[src/rtl/rs_232_tx.sv]
// rs_232_tx: UART transmitter, 8N1 frames (start, 8 data LSB first, stop),
// fed from a small circular byte FIFO so queued bytes go out back to back.
// Optional feature macro: PARITY_EN. When it is defined, an even-parity bit
// is inserted after D7 and each frame is 11 bits long.
module rs_232_tx #(
  parameter int CLKS_PER_BIT = 434,
  parameter int FIFO_DEPTH   = 4,
  parameter int ADDR_W       = 2
) (
  input  logic       i_clk,
  input  logic       i_rst_n,
  input  logic [7:0] i_data_in,
  input  logic       i_data_valid,
  output logic       o_ready,
  output logic       o_rs_232,
  output logic       o_busy
);

  localparam int CNT_W = (CLKS_PER_BIT > 1) ? $clog2(CLKS_PER_BIT) : 1;

`ifdef PARITY_EN
  typedef enum logic [2:0] {S_IDLE, S_START, S_DATA, S_PARITY, S_STOP} state_t;
`else
  typedef enum logic [1:0] {S_IDLE, S_START, S_DATA, S_STOP} state_t;
`endif

  // FIFO storage and bookkeeping
  logic [7:0]        r_mem [FIFO_DEPTH];
  logic [ADDR_W-1:0] r_wr_ptr;
  logic [ADDR_W-1:0] r_rd_ptr;
  logic [ADDR_W:0]   r_count;
  logic              r_ready;

  // serializer state
  state_t            r_state;
  logic [CNT_W-1:0]  r_baud_cnt;
  logic [2:0]        r_bit_idx;
  logic [7:0]        r_shift;
  logic              r_tx;
  logic              r_busy;
`ifdef PARITY_EN
  logic              r_parity;
`endif

  logic              w_push;
  logic              w_pop;
  logic              w_bit_end;
  logic [7:0]        w_head;
  logic [ADDR_W:0]   w_count_nxt;

  // r_ready is the registered "not full" flag, so a push while full is
  // refused even when a pop happens on the same edge.
  assign w_push    = i_data_valid && r_ready;
  assign w_bit_end = (r_baud_cnt == CNT_W'(CLKS_PER_BIT - 1));
  // Pop either from IDLE or at the last cycle of STOP, so the next start bit
  // directly follows the stop bit.
  assign w_pop     = (r_count != '0) &&
                     ((r_state == S_IDLE) || ((r_state == S_STOP) && w_bit_end));
  assign w_head    = r_mem[r_rd_ptr];

  // Next FIFO occupancy; simultaneous push and pop leave it unchanged
  always_comb begin
    w_count_nxt = r_count;
    if (w_push && !w_pop)
      w_count_nxt = r_count + (ADDR_W+1)'(1);
    else if (!w_push && w_pop)
      w_count_nxt = r_count - (ADDR_W+1)'(1);
  end

  // FIFO data write; contents need no reset since count gates every read
  always_ff @(posedge i_clk) begin
    if (w_push)
      r_mem[r_wr_ptr] <= i_data_in;
  end

  // FIFO pointers, count and registered ready
  always_ff @(posedge i_clk) begin
    if (!i_rst_n) begin
      r_wr_ptr <= '0;
      r_rd_ptr <= '0;
      r_count  <= '0;
      r_ready  <= 1'b1;
    end else begin
      if (w_push) r_wr_ptr <= r_wr_ptr + ADDR_W'(1);
      if (w_pop)  r_rd_ptr <= r_rd_ptr + ADDR_W'(1);
      r_count <= w_count_nxt;
      r_ready <= (w_count_nxt != (ADDR_W+1)'(FIFO_DEPTH));
    end
  end

  // Frame FSM: line level and busy are registered so the output is glitch-free
  always_ff @(posedge i_clk) begin
    if (!i_rst_n) begin
      r_state    <= S_IDLE;
      r_baud_cnt <= '0;
      r_bit_idx  <= '0;
      r_shift    <= '0;
      r_tx       <= 1'b1;
      r_busy     <= 1'b0;
`ifdef PARITY_EN
      r_parity   <= 1'b0;
`endif
    end else begin
      case (r_state)
        S_IDLE: begin
          r_tx       <= 1'b1;
          r_busy     <= 1'b0;
          r_baud_cnt <= '0;
          if (w_pop) begin
            r_shift   <= w_head;
`ifdef PARITY_EN
            r_parity  <= ^w_head;
`endif
            r_bit_idx <= '0;
            r_tx      <= 1'b0;
            r_busy    <= 1'b1;
            r_state   <= S_START;
          end
        end
        S_START: begin
          if (w_bit_end) begin
            r_baud_cnt <= '0;
            r_tx       <= r_shift[0];
            r_state    <= S_DATA;
          end else begin
            r_baud_cnt <= r_baud_cnt + CNT_W'(1);
          end
        end
        S_DATA: begin
          if (w_bit_end) begin
            r_baud_cnt <= '0;
            if (r_bit_idx == 3'd7) begin
`ifdef PARITY_EN
              r_tx    <= r_parity;
              r_state <= S_PARITY;
`else
              r_tx    <= 1'b1;
              r_state <= S_STOP;
`endif
            end else begin
              r_bit_idx <= r_bit_idx + 3'd1;
              r_shift   <= r_shift >> 1;
              r_tx      <= r_shift[1];
            end
          end else begin
            r_baud_cnt <= r_baud_cnt + CNT_W'(1);
          end
        end
`ifdef PARITY_EN
        S_PARITY: begin
          if (w_bit_end) begin
            r_baud_cnt <= '0;
            r_tx       <= 1'b1;
            r_state    <= S_STOP;
          end else begin
            r_baud_cnt <= r_baud_cnt + CNT_W'(1);
          end
        end
`endif
        S_STOP: begin
          if (w_bit_end) begin
            r_baud_cnt <= '0;
            if (w_pop) begin
              r_shift   <= w_head;
`ifdef PARITY_EN
              r_parity  <= ^w_head;
`endif
              r_bit_idx <= '0;
              r_tx      <= 1'b0;
              r_state   <= S_START;
            end else begin
              r_tx    <= 1'b1;
              r_busy  <= 1'b0;
              r_state <= S_IDLE;
            end
          end else begin
            r_baud_cnt <= r_baud_cnt + CNT_W'(1);
          end
        end
        default: begin
          r_tx    <= 1'b1;
          r_busy  <= 1'b0;
          r_state <= S_IDLE;
        end
      endcase
    end
  end

  assign o_ready  = r_ready;
  assign o_rs_232 = r_tx;
  assign o_busy   = r_busy;

endmodule
[config.mk]
export PLATFORM = sky130hd
export DESIGN_NAME = rs_232_tx
export DESIGN_NICKNAME = d
export VERILOG_FILES = /design/src/rtl/rs_232_tx.sv
export SDC_FILE = /design/constraint.sdc
export NUM_CORES = 1
export LEC_CHECK = 0
export ABC_AREA = 1
export CELL_PAD_IN_SITES_DETAIL_PLACEMENT = 0
export CELL_PAD_IN_SITES_GLOBAL_PLACEMENT = 1
export CORE_MARGIN = 2
export CORE_UTILIZATION = 42
export DETAILED_ROUTE_END_ITERATION = 8
export HOLD_SLACK_MARGIN = 0.05
export PLACE_DENSITY = 0.72
export SKIP_LAST_GASP = 1
export SYNTH_ARGS = -nofsm -noshare
export SYNTH_HDL_FRONTEND = slang
export SYNTH_SLANG_ARGS = --single-unit
[constraint.sdc]
create_clock -name i_clk -period 1.5 [get_ports i_clk]
set_input_delay 0.15 -clock i_clk [delete_from_list [all_inputs] [get_ports i_clk]]
set_output_delay 0.15 -clock i_clk [all_outputs]
set_load 0.02 [all_outputs]
# After elaboration in Yosys (flattened, before gate mapping)
# Memories as Yosys holds them, arrays and structs flattened. A register that Yosys moved wholly into a read port is not among the register bits.
# Index checks and enable logic that the tools add are counted.
# word_totals
memories	1
ramBits	32
output_inout_bits	3
register_bits	32
# op_classes
n_reduce_logical	17
n_mux	35
n_eq_ne	13
add_sub_neg	6
# mem_list
memory	words	width	rd	rd_clocked_by_memory_dff	wr	line_no	source
r_mem	4	8	1	1	1	28	logic [7:0] r_mem [FIFO_DEPTH];
# ops
op	count
$mux 8	4
$pmux 8 s3	1
$mux 3	6
$pmux 9 s2	1
$mux 2	7
$ne 2x2->1 const B	7
$mux 1	11
$add 9x1->9 const B	1
$eq 9x9->1 const B	1
$mux 9	1
$pmux 3 s3	1
$pmux 2 s4	1
$add 3x1->3 const B	2
$reduce_and 3->1	2
$reduce_bool 3->1	2
$logic_and 1x1->1	5
$reduce_and 5->1	1
$add 2x1->2 const B	2
$eq 2x2->1 const B	2
$pmux 1 s4	1
$reduce_and 4->1	1
$eq 3x3->1 const B	1
$ne 3x3->1 const B	1
$reduce_or 3->1	1
7 further kinds	8

# Longest topological paths before layout
# logic_depth
depth_word	8
depth_mapped	14
mapped_depth_nobuf	13

# Worst setup path after synthesis
# Ideal clock, no wire load.
# synth_path
path_type	register -> register
start	register r_state[0]
end	register r_shift[6]
t_arrival_ns	1.547
stages_incl_launch_ff	14
setup_time_ns	0.113
path_slack_ns	-0.160
period_less_slack_ns	1.660
t_required_ns	1.387
cell_sequence	dfxtp_1 > inv_1 > ha_1 > buf_4 > inv_2 > nor2_1 > inv_2 > nor2_1 > inv_2 > nand2_4 > buf_6 > nand2_1 > nand2_1 > nor2_1
# synth_via
elab_chain_len	7
# synth_rtl
item	line_no	source
start, declared	35	state_t r_state;
start signal, assigned	94	r_state <= S_IDLE;
start signal, assigned	117	r_state <= S_START;
start signal, assigned	124	r_state <= S_DATA;
$eq 2x2->1	58, 104	
$logic_and 1x1->1	58	((r_state == S_IDLE) || ((r_state == S_STOP) && w_bit_end));
$logic_or 1x1->1	58	
$logic_and 1x1->1	57	assign w_pop = (r_count != '0) &&
$mux 8 (2 in a row)	--	
$pmux 8 s3	104	case (r_state)
end signal, assigned	110	r_shift <= w_head;
end signal, assigned	142	r_shift <= r_shift >> 1;
end signal, assigned	164	r_shift <= w_head;
end, declared	38	logic [7:0] r_shift;
# Parallel ways exist; a longest one is shown, timed or not. The select of a mux whose other input is x is not followed.
# A chain may end at the register's enable or synchronous reset.

# Final worst setup path
# layout_path
start	register r_state[1]
end	register r_tx (netlist: o_rs_232)
# layout_via
elab_chain_len	7
# layout_rtl
item	line_no	source
$eq 2x2->1	58, 104	
$logic_and 1x1->1	58	
$logic_or 1x1->1	58	
$logic_and 1x1->1	57	
$mux 1	109, 163	
$mux 1	161	if (w_bit_end) begin
$pmux 1 s4	104	
end signal, assigned	123	r_tx <= r_shift[0];
end signal, assigned	143	r_tx <= r_shift[1];
end, declared	39	logic r_tx;
# Parallel ways exist; a longest one is shown, timed or not. The select of a mux whose other input is x is not followed.

==> results.sh <==
export IMPL_status="finished with violations"
export IMPL_violations="setup timing"
export IMPL_rrSetupSlack_ns=-0.05
export IMPL_numPortBuffers=13
export IMPL_first_iter_violations=87
export IMPL_arrival_ns=1.76
export IMPL_layout_setup_ws_ns=-0.0527
export IMPL_r2r_start="r_state[1]"
export IMPL_worst_pin_slew_ns=0.319
export IMPL_yosys_top_cells_area="edfxtp_1 (33%), dfxtp_1 (23%), ha_1 (6.8%), nand2_1 (6.5%), nor2_1 (6.1%)"
export IMPL_multi_input_area_sq_um=1410
export IMPL_antenna_diode_count=0
export IMPL_core_sq_um=6790
export IMPL_cts_reportedPaths_clkPinSlew_ns=0.08
export IMPL_ys_types=33
export IMPL_max_freq_ghz=0.644
export IMPL_fillers=611
export IMPL_cts_sinks=66
export IMPL_first_global_vias=2160
export IMPL_startpoint_type="flop"
export IMPL_rsz0062_at_grt="yes"
export IMPL_holdPathStages=1
export IMPL_grt_pass1_wl_microns=9870
export IMPL_power_frac_comb_pct=40.2
export IMPL_hp_class="in -> reg"
export IMPL_fin_skew_ns=0.00812
export IMPL_die_x_microns=87.9
export IMPL_clkPwrFrac_pct=25.2
export IMPL_grt_use_total_pct=16.7
export IMPL_ys_warn_count=0
export IMPL_synth_seq_cells=66
export IMPL_cellInternalPower_w=0.00441
export IMPL_dp_slack_ns=-0.0756
export IMPL_peakVddDrop_uv=672
export IMPL_globalplace_congestion=0.710
export IMPL_via_per_inst=4.63
export IMPL_drv_cap=0
export IMPL_overflow=0
export IMPL_cp_data_required_time_ns=1.71
export IMPL_syn_cell_area_sq_um=2960
export IMPL_die_h_microns=87.9
export IMPL_cp_max_fo=4
export IMPL_fp_row_count=30
export IMPL_yosys_area_top_type="edfxtp_1"
export IMPL_cts_root_buf="clkbuf_8"
export IMPL_insertion_delay_ns=0.34
export IMPL_fin_crit_ns=1.55
export IMPL_synth_top_area_share_pct=32.5
export IMPL_drive_gt1_share_pct=32.4
export IMPL_p_switching_w=0.00249
export IMPL_syn2layout_area_growth_pct=36.0
export IMPL_hpwl_microns=3950
export IMPL_ys_seq_area_share_pct=55.5
export IMPL_synth_avg_cell_area_sq_um=9.45
export IMPL_finalCritPeriodShare_pct=104
export IMPL_io_pins=14
export IMPL_routed_wirelength_microns=6010
export IMPL_clk_path_buf_depth=2
export IMPL_crit_type="reg -> reg"
export IMPL_rr_endpoint="o_rs_232"
export IMPL_synth_cells=313
export IMPL_ant_nets=0
export IMPL_start_util_pct=43.5
export IMPL_slew_headroom_pct=78.7
export IMPL_drc_errors=0
export IMPL_die_area_sq_um=7730
export IMPL_holdCritStartpoint="i_data_in[5]"
export IMPL_wl_per_cell_microns=12.5
export IMPL_cts_tree="built"
export IMPL_fin_cells=479
export IMPL_h_tree_depth=3
export IMPL_hold_end="r_mem[2][5]"
export IMPL_reg2reg_depth=8
export IMPL_cts_buffers=9
export IMPL_maxSlewViolCount=0
export IMPL_p_sw_share_pct=36.1
export IMPL_antenna_found_initial=0
export IMPL_vias=2219
export IMPL_critPathLaunch="r_state[1]"
export IMPL_regArea_sq_um=1650
export IMPL_p_per_area_nw_per_um2=1710
export IMPL_finalHoldViolCount=0
export IMPL_p_leak_nw=1.60
export IMPL_pwr_share_seq_pct=34.6
export IMPL_setup_viol=16
export IMPL_firstDrtPassIters=4
export IMPL_cp_end_kind="flop"
export IMPL_syn_nets=340
export IMPL_grt_max_degree=17
export IMPL_fin_nets=405
export IMPL_dp_cells=451
==> sequential cells by signal (all words and copies together), names as in the netlist, named ones only <==
name	flops
r_wr_ptr	2
r_mem	32
r_rd_ptr	2
o_busy	1
r_count	3
o_rs_232	1
r_shift	8
r_bit_idx	3
r_baud_cnt	9
r_state	2
o_ready	1
==> cell usage in the layout (no fill, tap or decap), drive strengths merged <==
cell type and count:
nand4 3, a31oi 1, clkinvlp 1, a21oi 18
nor2 51, ha 16, mux2i 6, buf 47
nand2 58, clkdlybuf4s50 13, o21ai 22, bufinv 2
nor3b 3, a21boi 2, o21bai 1, nor3 2
o211ai 1, nand3b 1, nand3 16, dfxtp 34
o22ai 7, xnor2 1, edfxtp 32, or2 1
and3 2, clkbuf 9, inv 33
==> metal layers <==
metal | global-route usage (%) | part of all wire [%] | up-vias
li1 | - | - | 1191
met1 | 22.8 | 50 | 1000
met2 | 26.2 | 47 | 21
met3 | 2.54 | 2.1 | 7
met4 | 7.55 | 1.4 | 0
met5 | 0 | 0 | -
==> worst max-delay path: stages (launching register included) <==
cell      delay (ns)
dfxtp_4         0.39
inv_4           0.06
buf_4           0.13
ha_2            0.18
or2_4           0.25
buf_4           0.13
buf_4           0.12
nand3_1         0.09
o211ai_1        0.09
==> power groups by stage <==
| stage | Sequential [W] | Combinational, W | Clock [W] |
|---|---|---|---|
| 6_report | 0.00239 | 0.00277 | 0.00173 |
| 5_1_grt | 0.00243 | 0.00309 | 0.00186 |
| 4_1_cts | 0.00237 | 0.00246 | 0.00178 |
| 3_5_place_dp | 0.00241 | 0.00229 | 0 |
| 3_3_place_gp | 0.00241 | 0.00226 | 0 |
| 2_1_floorplan | 0.00243 | 0.00157 | 0 |
==> cell type report <==
class	count	share of cell area, %
inverter	29	2.96
clock buffer	9	3.08
clock inverter	7	2.68
multi-input combinational	212	35.0
timing repair buffer	60	12.2
tap	96	2.99
sequential	66	41.1
==> synthesized netlist by cell type, drive strengths merged <==
cell type and instances:
xnor2 1, nand3 16, a21boi 2, nand2 57
ha 16, nand4 3, a31oi 1, or2 1
inv 29, mux2i 6, buf 2, a21oi 18
nor2 51, nor3b 3, o22ai 7, edfxtp 32
o21ai 22, and3 2, o21bai 1, nand3b 1
dfxtp 34, clkbuf 5, nor3 2, o211ai 1
==> per-stage QoR <==
stage | setup TNS [ns] | cell area, sq um | total power [W] | hold WS (ns) | utilization [%]
finish | -0.381 | 4020 | 0.00689 | 0.448 | 59.2
global route | -2.25 | 4020 | 0.00737 | 0.446 | 59.2
CTS | -0.0618 | 3860 | 0.00661 | 0.431 | 56.9
detailed placement | -0.639 | 3530 | 0.00470 | 0.458 | 51.9
global placement | -0.363 | 3530 | 0.00467 | 0.454 | 51.9
floorplan | -0.0476 | 3050 | 0.00400 | 0.249 | -
==> worst max-delay path by stage <==
| stage | cells after the start | slack (ns) | to |
|---|---|---|---|
| CTS | 12 | -0.01 | r_bit_idx[1] |
| detailed placement | 13 | -0.08 | r_shift[3] |
| global route | 10 | -0.17 | r_shift[0] |
| finish | 8 | -0.05 | o_rs_232 |
| global placement | 13 | -0.05 | r_shift[2] |
| floorplan | 14 | -0.05 | r_shift[6] |
==> cell families (layout without fill, tap and decap cells) <==
kind of cell               after synthesis  after routing  synth area share (%)
and+or+nand+nor                        136            137                  20.8
DFF                                     66             66                  55.5
AOI/OAI and AO/OA                       52             52                  9.61
buffers and inverters                   36            105                  4.95
adders and majority gates               16             16                  6.77
muxes                                    6              6                  2.03
xor gates and xnor gates                 1              1                 0.296
==> repair_timing <==
action	in CTS	in global routing
hold buffers	0	0
setup buffers	6	5
setup endpoints to repair	13	27
gates resized for setup	12	34
gates cloned	1	0
pin swaps	11	15
Note: power is estimated with default switching activity, not from simulation.
